===== src/rtl/lamp_timer_ctrl.sv =====
// Timed stairwell lamp controller with blinking warning phase and hold override.
// Optional macro BUZZER_WARN_EN drives an active-low buzzer in step with the WARN blink.
module lamp_timer_ctrl #(
    parameter int unsigned N_SW       = 3,
    parameter int unsigned CNT_W      = 28,
    parameter int unsigned ON_TICKS   = 32'h0FFF_FFFF,
    parameter int unsigned WARN_TICKS = 32'h03FF_FFFF,
    parameter int unsigned BLINK_SH   = 22
) (
    input  logic            clk,
    input  logic            rst,
    input  logic [N_SW-1:0] sw,
    input  logic            hold,
    output logic            lamp_n,
    output logic            buzzer_n,
    output logic [1:0]      state_o
);

    localparam logic [1:0] ST_OFF  = 2'd0;
    localparam logic [1:0] ST_ON   = 2'd1;
    localparam logic [1:0] ST_WARN = 2'd2;

    localparam bit             HAS_WARN  = (WARN_TICKS > 0);
    localparam logic [CNT_W-1:0] ON_LAST   = CNT_W'(ON_TICKS - 1);
    localparam logic [CNT_W-1:0] WARN_LAST = CNT_W'(HAS_WARN ? WARN_TICKS - 1 : 0);

    logic [N_SW-1:0]  sw_s1;
    logic [N_SW-1:0]  sw_s2;
    logic             par_q;
    logic             toggle;
    logic [1:0]       state;
    logic [1:0]       state_d;
    logic [CNT_W-1:0] count;
    logic [CNT_W-1:0] count_d;

    // Reset preloads the synchroniser with the live switch levels so release makes no toggle.
    always_ff @(posedge clk) begin
        if (rst) begin
            sw_s1 <= sw;
            sw_s2 <= sw;
            par_q <= ^sw;
        end else begin
            sw_s1 <= sw;
            sw_s2 <= sw_s1;
            par_q <= ^sw_s2;
        end
    end

    assign toggle = (^sw_s2) ^ par_q;

    always_ff @(posedge clk) begin
        if (rst) begin
            state <= ST_OFF;
            count <= '0;
        end else begin
            state <= state_d;
            count <= count_d;
        end
    end

    // Terminal compare precedes increment, so count never wraps.
    always_comb begin
        state_d = ST_OFF;
        count_d = '0;
        if (hold || toggle) begin
            state_d = ST_ON;
        end else begin
            case (state)
                ST_ON: begin
                    if (count == ON_LAST) begin
                        state_d = HAS_WARN ? ST_WARN : ST_OFF;
                    end else begin
                        state_d = ST_ON;
                        count_d = count + 1'b1;
                    end
                end
                ST_WARN: begin
                    if (count == WARN_LAST) begin
                        state_d = ST_OFF;
                    end else begin
                        state_d = ST_WARN;
                        count_d = count + 1'b1;
                    end
                end
                default: begin
                    state_d = ST_OFF;
                end
            endcase
        end
    end

    always_comb begin
        lamp_n   = 1'b1;
        buzzer_n = 1'b1;
        case (state)
            ST_ON:   lamp_n = 1'b0;
            ST_WARN: begin
                lamp_n = count[BLINK_SH];
`ifdef BUZZER_WARN_EN
                buzzer_n = count[BLINK_SH];
`endif
            end
            default: lamp_n = 1'b1;
        endcase
    end

    assign state_o = state;

endmodule


===== config.mk =====
export PLATFORM = sky130hd
export DESIGN_NAME = lamp_timer_ctrl
export DESIGN_NICKNAME = d
export VERILOG_FILES = /design/src/rtl/lamp_timer_ctrl.sv
export SDC_FILE = /design/constraint.sdc
export NUM_CORES = 1
export LEC_CHECK = 0
export CORE_MARGIN = 4
export CORE_UTILIZATION = 63
export DETAILED_ROUTE_END_ITERATION = 8
export PLACE_DENSITY = 0.83
export SKIP_CTS_REPAIR_TIMING = 1
export SYNTH_ARGS = -nofsm -noshare
export SYNTH_HDL_FRONTEND = slang
export SYNTH_SLANG_ARGS = --single-unit

===== constraint.sdc =====
create_clock -name clk -period 5.2 [get_ports clk]
set_input_delay 0.78 -clock clk [delete_from_list [all_inputs] [get_ports clk]]
set_output_delay 0.78 -clock clk [all_outputs]
set_load 0.01 [all_outputs]

## Yosys cells after proc, flatten, opt, wreduce, memory -nomap -nowiden

Index checks and enable logic that the tools add are counted.

- $add $sub $neg: 1
- Multipliers: 0
- Divide/modulo/power cells: 0
- Magnitude comparators: 0
- Eq/ne operators: 4
- Shift operators: 0
- Muxes and demuxes: 10
- Bitwise logic cells: 1
- Reductions and logical operators: 4

Operators by type and width:

| kind | count |
|---|---|
| 28-bit two-way mux | 2 |
| 28-bit one-hot mux with 2 select lines | 1 |
| 28-bit by 1-bit adder with 28-bit output, second input constant | 1 |
| 28-bit by 26-bit equality test with 1-bit output, second input constant | 1 |
| 28-bit equality test, second input constant | 1 |
| 3-bit parity | 2 |
| 2-bit two-way mux | 2 |
| 2-bit one-hot mux with 2 select lines | 1 |
| 3-bit two-way mux | 1 |
| 2-bit by 1-bit equality test with 1-bit output, second input constant | 1 |
| 2-bit equality test, second input constant | 1 |
| 1-bit two-way mux | 2 |
| 1-bit one-hot mux with 2 select lines | 1 |
| 2-bit OR reduction | 1 |
| 1-bit logical OR | 1 |
| 1-bit bitwise XOR | 1 |

- Flip-flop bits (word level): 37
- Bits in latches: 0
- RAM bits: 0
- ROM bits: 0
- Bits of input ports: 6
- Logic and storage cells: 26
- Memories kept: 0

## Logic depth before layout (Yosys ltp)

- Depth in word-level cells: 4
- Depth in mapped cells: 8
- Depth with buffers taken out: 7

## Least setup slack after synthesis

OpenSTA, ideal clock, no wires.

- Path type: input -> register
- Start: input port rst
- End: register count[21]
- Arrival time: 1.665 ns
- Data required time: 5.138 ns
- Setup slack: 3.472 ns
- Cell stages on the path: 5
- Buffers on the path: 2
- Cells stage by stage: clkbuf_1 nor3_2 o221ai_4 buf_6 nor2_2

- Word-level cells in the longest chain between the ends: 1

Ends and longest elaborated chain:

| what | line | RTL |
|---|---|---|
| start: declaration | 11 | `input logic rst,` |
| 2-bit OR reduction (no line) | - |  |
| end signal: assignment | 57 | `count <= count_d;` |
| end: declaration | 33 | `logic [CNT_W-1:0] count;` |

Every way passes these cells.
A chain may end at the register's enable or synchronous reset.

## Final worst setup path

- Start: register state[0], in the netlist state_o[0]
- End: output port lamp_n

- Word-level cells in the longest chain between the ends: 2
- Elaborated cells between the ends (all ways): 3
- Those cells by class: 2 x eq/ne; 1 x mux

Ends and longest elaborated chain:

| what | line | RTL |
|---|---|---|
| start: declaration | 31 | `logic [1:0] state;` |
| start signal: assignment | 56 | `state <= state_d;` |
| 2-bit equality test or 2-bit by 1-bit equality test with 1-bit output (tied branches) | 95 | `case (state)` |
| 1-bit one-hot mux with 2 select lines (*) | 95 |  |
| end: declaration | 14 | `output logic lamp_n,` |

Every way passes the cells marked *; elsewhere a longest branch is shown, timed or not.

==> run_results.csv <==
group,metric,value,unit
die,die_area,0.00376,mm^2
global_route,grt_pass1_vias,1297,
die,io_pins,10,
global_route,grt_usage,0.183,
cells_and_area,final_nets,206,
global_route,grt_overflow,0,
timing,setup_viol_count_final,0,
timing,relSlewSlack,0.312,
timing,worst_pin_slew,1030,ps
cts,cts_tree,"yes",
global_route,grt_max_degree,29,
global_route,antenna_found_initial,0,
critical_path,critPathCaptureType,"output port",
timing,slew_violations,0,
critical_path,reg2reg_depth,5,
placed_design,hpwl,2.14,mm
cells_and_area,n_antenna_cell,0,
route,drt-total-wl,2.93,mm
synthesis,netlist_top_cells_area,"dfxtp_1 (41%), nor2_2 (7.0%), xnor2_1 (6.8%), xor2_1 (6.8%), nand4_1 (3.1%)",
critical_path,worstPathRequired,4420,ps
pwr,cellPowerDensity,247,mW/mm^2
placed_design,gp_congestion,0.805,
critical_path,arrival,1670,ps
outcome,status,"finished clean",
critical_path,cp_max_fo,3,
pwr,leakagePower,0.000649,uW
route,drc_errors,0,
route,dr.pass1.iters,4,
die,die_w,61.3,um
die,placementRows,19,
critical_path,rr_endpoint,"count[11]$_SDFF_PP0_",
synthesis,synth_edf_count,0,
synthesis,syn_area,0.00179,mm^2
critical_path,startpoint,"state_o[0]$_SDFF_PP0_",
synthesis,syn_avg_cell_area,9.58,um^2
cts,clkLatencyLatePin,340,ps
die,dieHeight,61.3,um
timing,hold_viol,0,
route,vias_per_cell,5.57,
placed_design,portBuffers,8,
critical_path,reg2reg_from,"count[8]$_SDFF_PP0_",
job,maxCapViolations,0,
cells_and_area,drive_gt1_frac,0.193,
cells_and_area,fillers,205,
route,first_iter_violations,68,
cts,cts_max_level,2,
global_route,grt_pass1_wl,5.14,mm
timing,min_period,2450,ps
min_path,hp-class,"register to register",
timing,rsz0062_at_grt,"false",
synthesis,synth_top_area_frac,0.413,
critical_path,ff2ff_setup_slack,2970,ps
route,wl_per_cell,12.9,um
synthesis,ys.flop_type,"dfxtp_1",
placed_design,placedCellCount,220,
pwr,ir_drop,240,uV
route,vias,1270,
cts,path_clk_slew,100,ps
die,coreArea,0.00273,mm^2
timing,timing.fmax,0.408,GHz
cts,cts.sinks,37,
die,initial_core_util,0.655,
cts,cts_max_path_buffers,2,
route,antenna_left,0,
placed_design,pre_cts_slack,2750,ps
synthesis,ys_async_sr_fraction,0,
synthesis,yosys_warnings,0,
cts,cts_root_buf,"clkbuf_4",
timing,hold_slack,468,ps
cells_and_area,final_cell_count_no_fill,228,
timing,skew,5.38,ps
synthesis,synth_cell_type_count,39,
cells_and_area,area_growth,6.98,%
critical_path,crit_end,"lamp_n",
critical_path,cp-start-kind,"register",
pwr,power.total,474,uW
cts,numCtsBuffers,5,
synthesis,synthesis.instances,187,
synthesis,yosysSeqAreaShare,0.413,
synthesis,yosys_register_bits,37,
critical_path,critPathKind,"register to output port",
timing,postLayoutSetupSlackWorst,2750,ps
timing,setup_tns,0,ps
timing,fin_crit_sh,0.471,
synthesis,synth_top_area_cell,"dfxtp_1",
synthesis,syn_nets,197,
## cells by family after synthesis
logic type	Yosys count	share of synthesized area
AND/OR/NAND/NOR	93	0.310
flip-flops	37	0.413
XOR/XNOR	29	0.149
buffers and inverters	11	0.0342
AO/OA/AOI/OAI	7	0.0328
multiplexers	5	0.0300
adder cells (fa/ha/maj)	4	0.0279
other	1	0.00209
## state kept, by name, indices dropped and copies added, names as in the netlist
register / flops
count: 28
sw_s1: 3
sw_s2: 3
state_o: 2
par_q: 1
## cell usage in the layout (no fill, tap or decap), drive strengths merged
master / n
dfxtp: 37
nor2: 35
xnor2: 14
xor2: 14
nand2: 13
nand4: 12
nand3: 9
clkdlybuf4s50: 8
nor3: 8
clkbuf: 8
and3: 6
inv: 5
ha: 4
mux2: 3
o21ai: 3
mux2i: 2
a21oi: 2
nor4: 2
and4: 2
and2: 2
xnor3: 1
nor2b: 1
nand2b: 1
o221ai: 1
nor4b: 1
a21boi: 1
or3: 1
conb: 1
## power by group
part / switching (uW) / internal, uW
combinational: 18.6 / 19.9
sequential: 2.97 / 289
clock: 88.8 / 53.9
total: 110 / 363
## synth_stat cells, types with 4 or more instances
cell and instances:
nand2_1 13, dfxtp_1 37, xor2_1 14, nor2_1 15, nor2_2 20, nand3_1 8
xnor2_1 14, nand4_1 9, nor3_1 6, inv_1 5, and3_1 5, ha_1 4
## layout make-up
class / instances / area [um^2] / share of cell area
multi-input combinational: 139 / 990 / 0.516
sequential: 37 / 741 / 0.386
timing repair buffer: 8 / 80.1 / 0.0418
clock buffer: 8 / 48.8 / 0.0255
tap: 31 / 38.8 / 0.0202
inverter: 5 / 18.8 / 0.00979
## worst max-delay path, cell delays in order, from the launching register on
cell and delay [ps]:
dfxtp_1 370, inv_1 50, ha_1 220, mux2i_1 140
clkdlybuf4s50_1 560
## through the flow
step | util | instance area [um^2]
2_1_floorplan | - | 1790
3_3_place_gp | 0.683 | 1870
3_5_place_dp | 0.683 | 1870
4_1_cts | 0.701 | 1920
5_1_grt | 0.701 | 1920
6_report | 0.701 | 1920
## worst min-delay path by stage
stage,start,endpoint,slack [ps],depth (start not counted)
after CTS,sw_s1[1]$_DFF_P_,sw_s2[1]$_DFF_P_,470,1
after detailed placement,sw_s1[1]$_DFF_P_,sw_s2[1]$_DFF_P_,450,1
after global placement,sw_s1[1]$_DFF_P_,sw_s2[1]$_DFF_P_,440,1
final,sw_s1[1]$_DFF_P_,sw_s2[1]$_DFF_P_,470,1
after global routing,sw_s1[2]$_DFF_P_,sw_s2[2]$_DFF_P_,500,1
after floorplan,sw_s1[0]$_DFF_P_,sw_s2[0]$_DFF_P_,430,1
## metal layers
| layer | global-route usage | part of all wire | routed length (um) |
|---|---|---|---|
| met1 | 0.202 | 0.43 | 1270 |
| met2 | 0.320 | 0.51 | 1500 |
| met3 | 0.0566 | 0.041 | 120 |
| met4 | 0.0818 | 0.016 | 47 |
| met5 | 0 | 0 | 0 |
(Power assumes the default switching activity.)
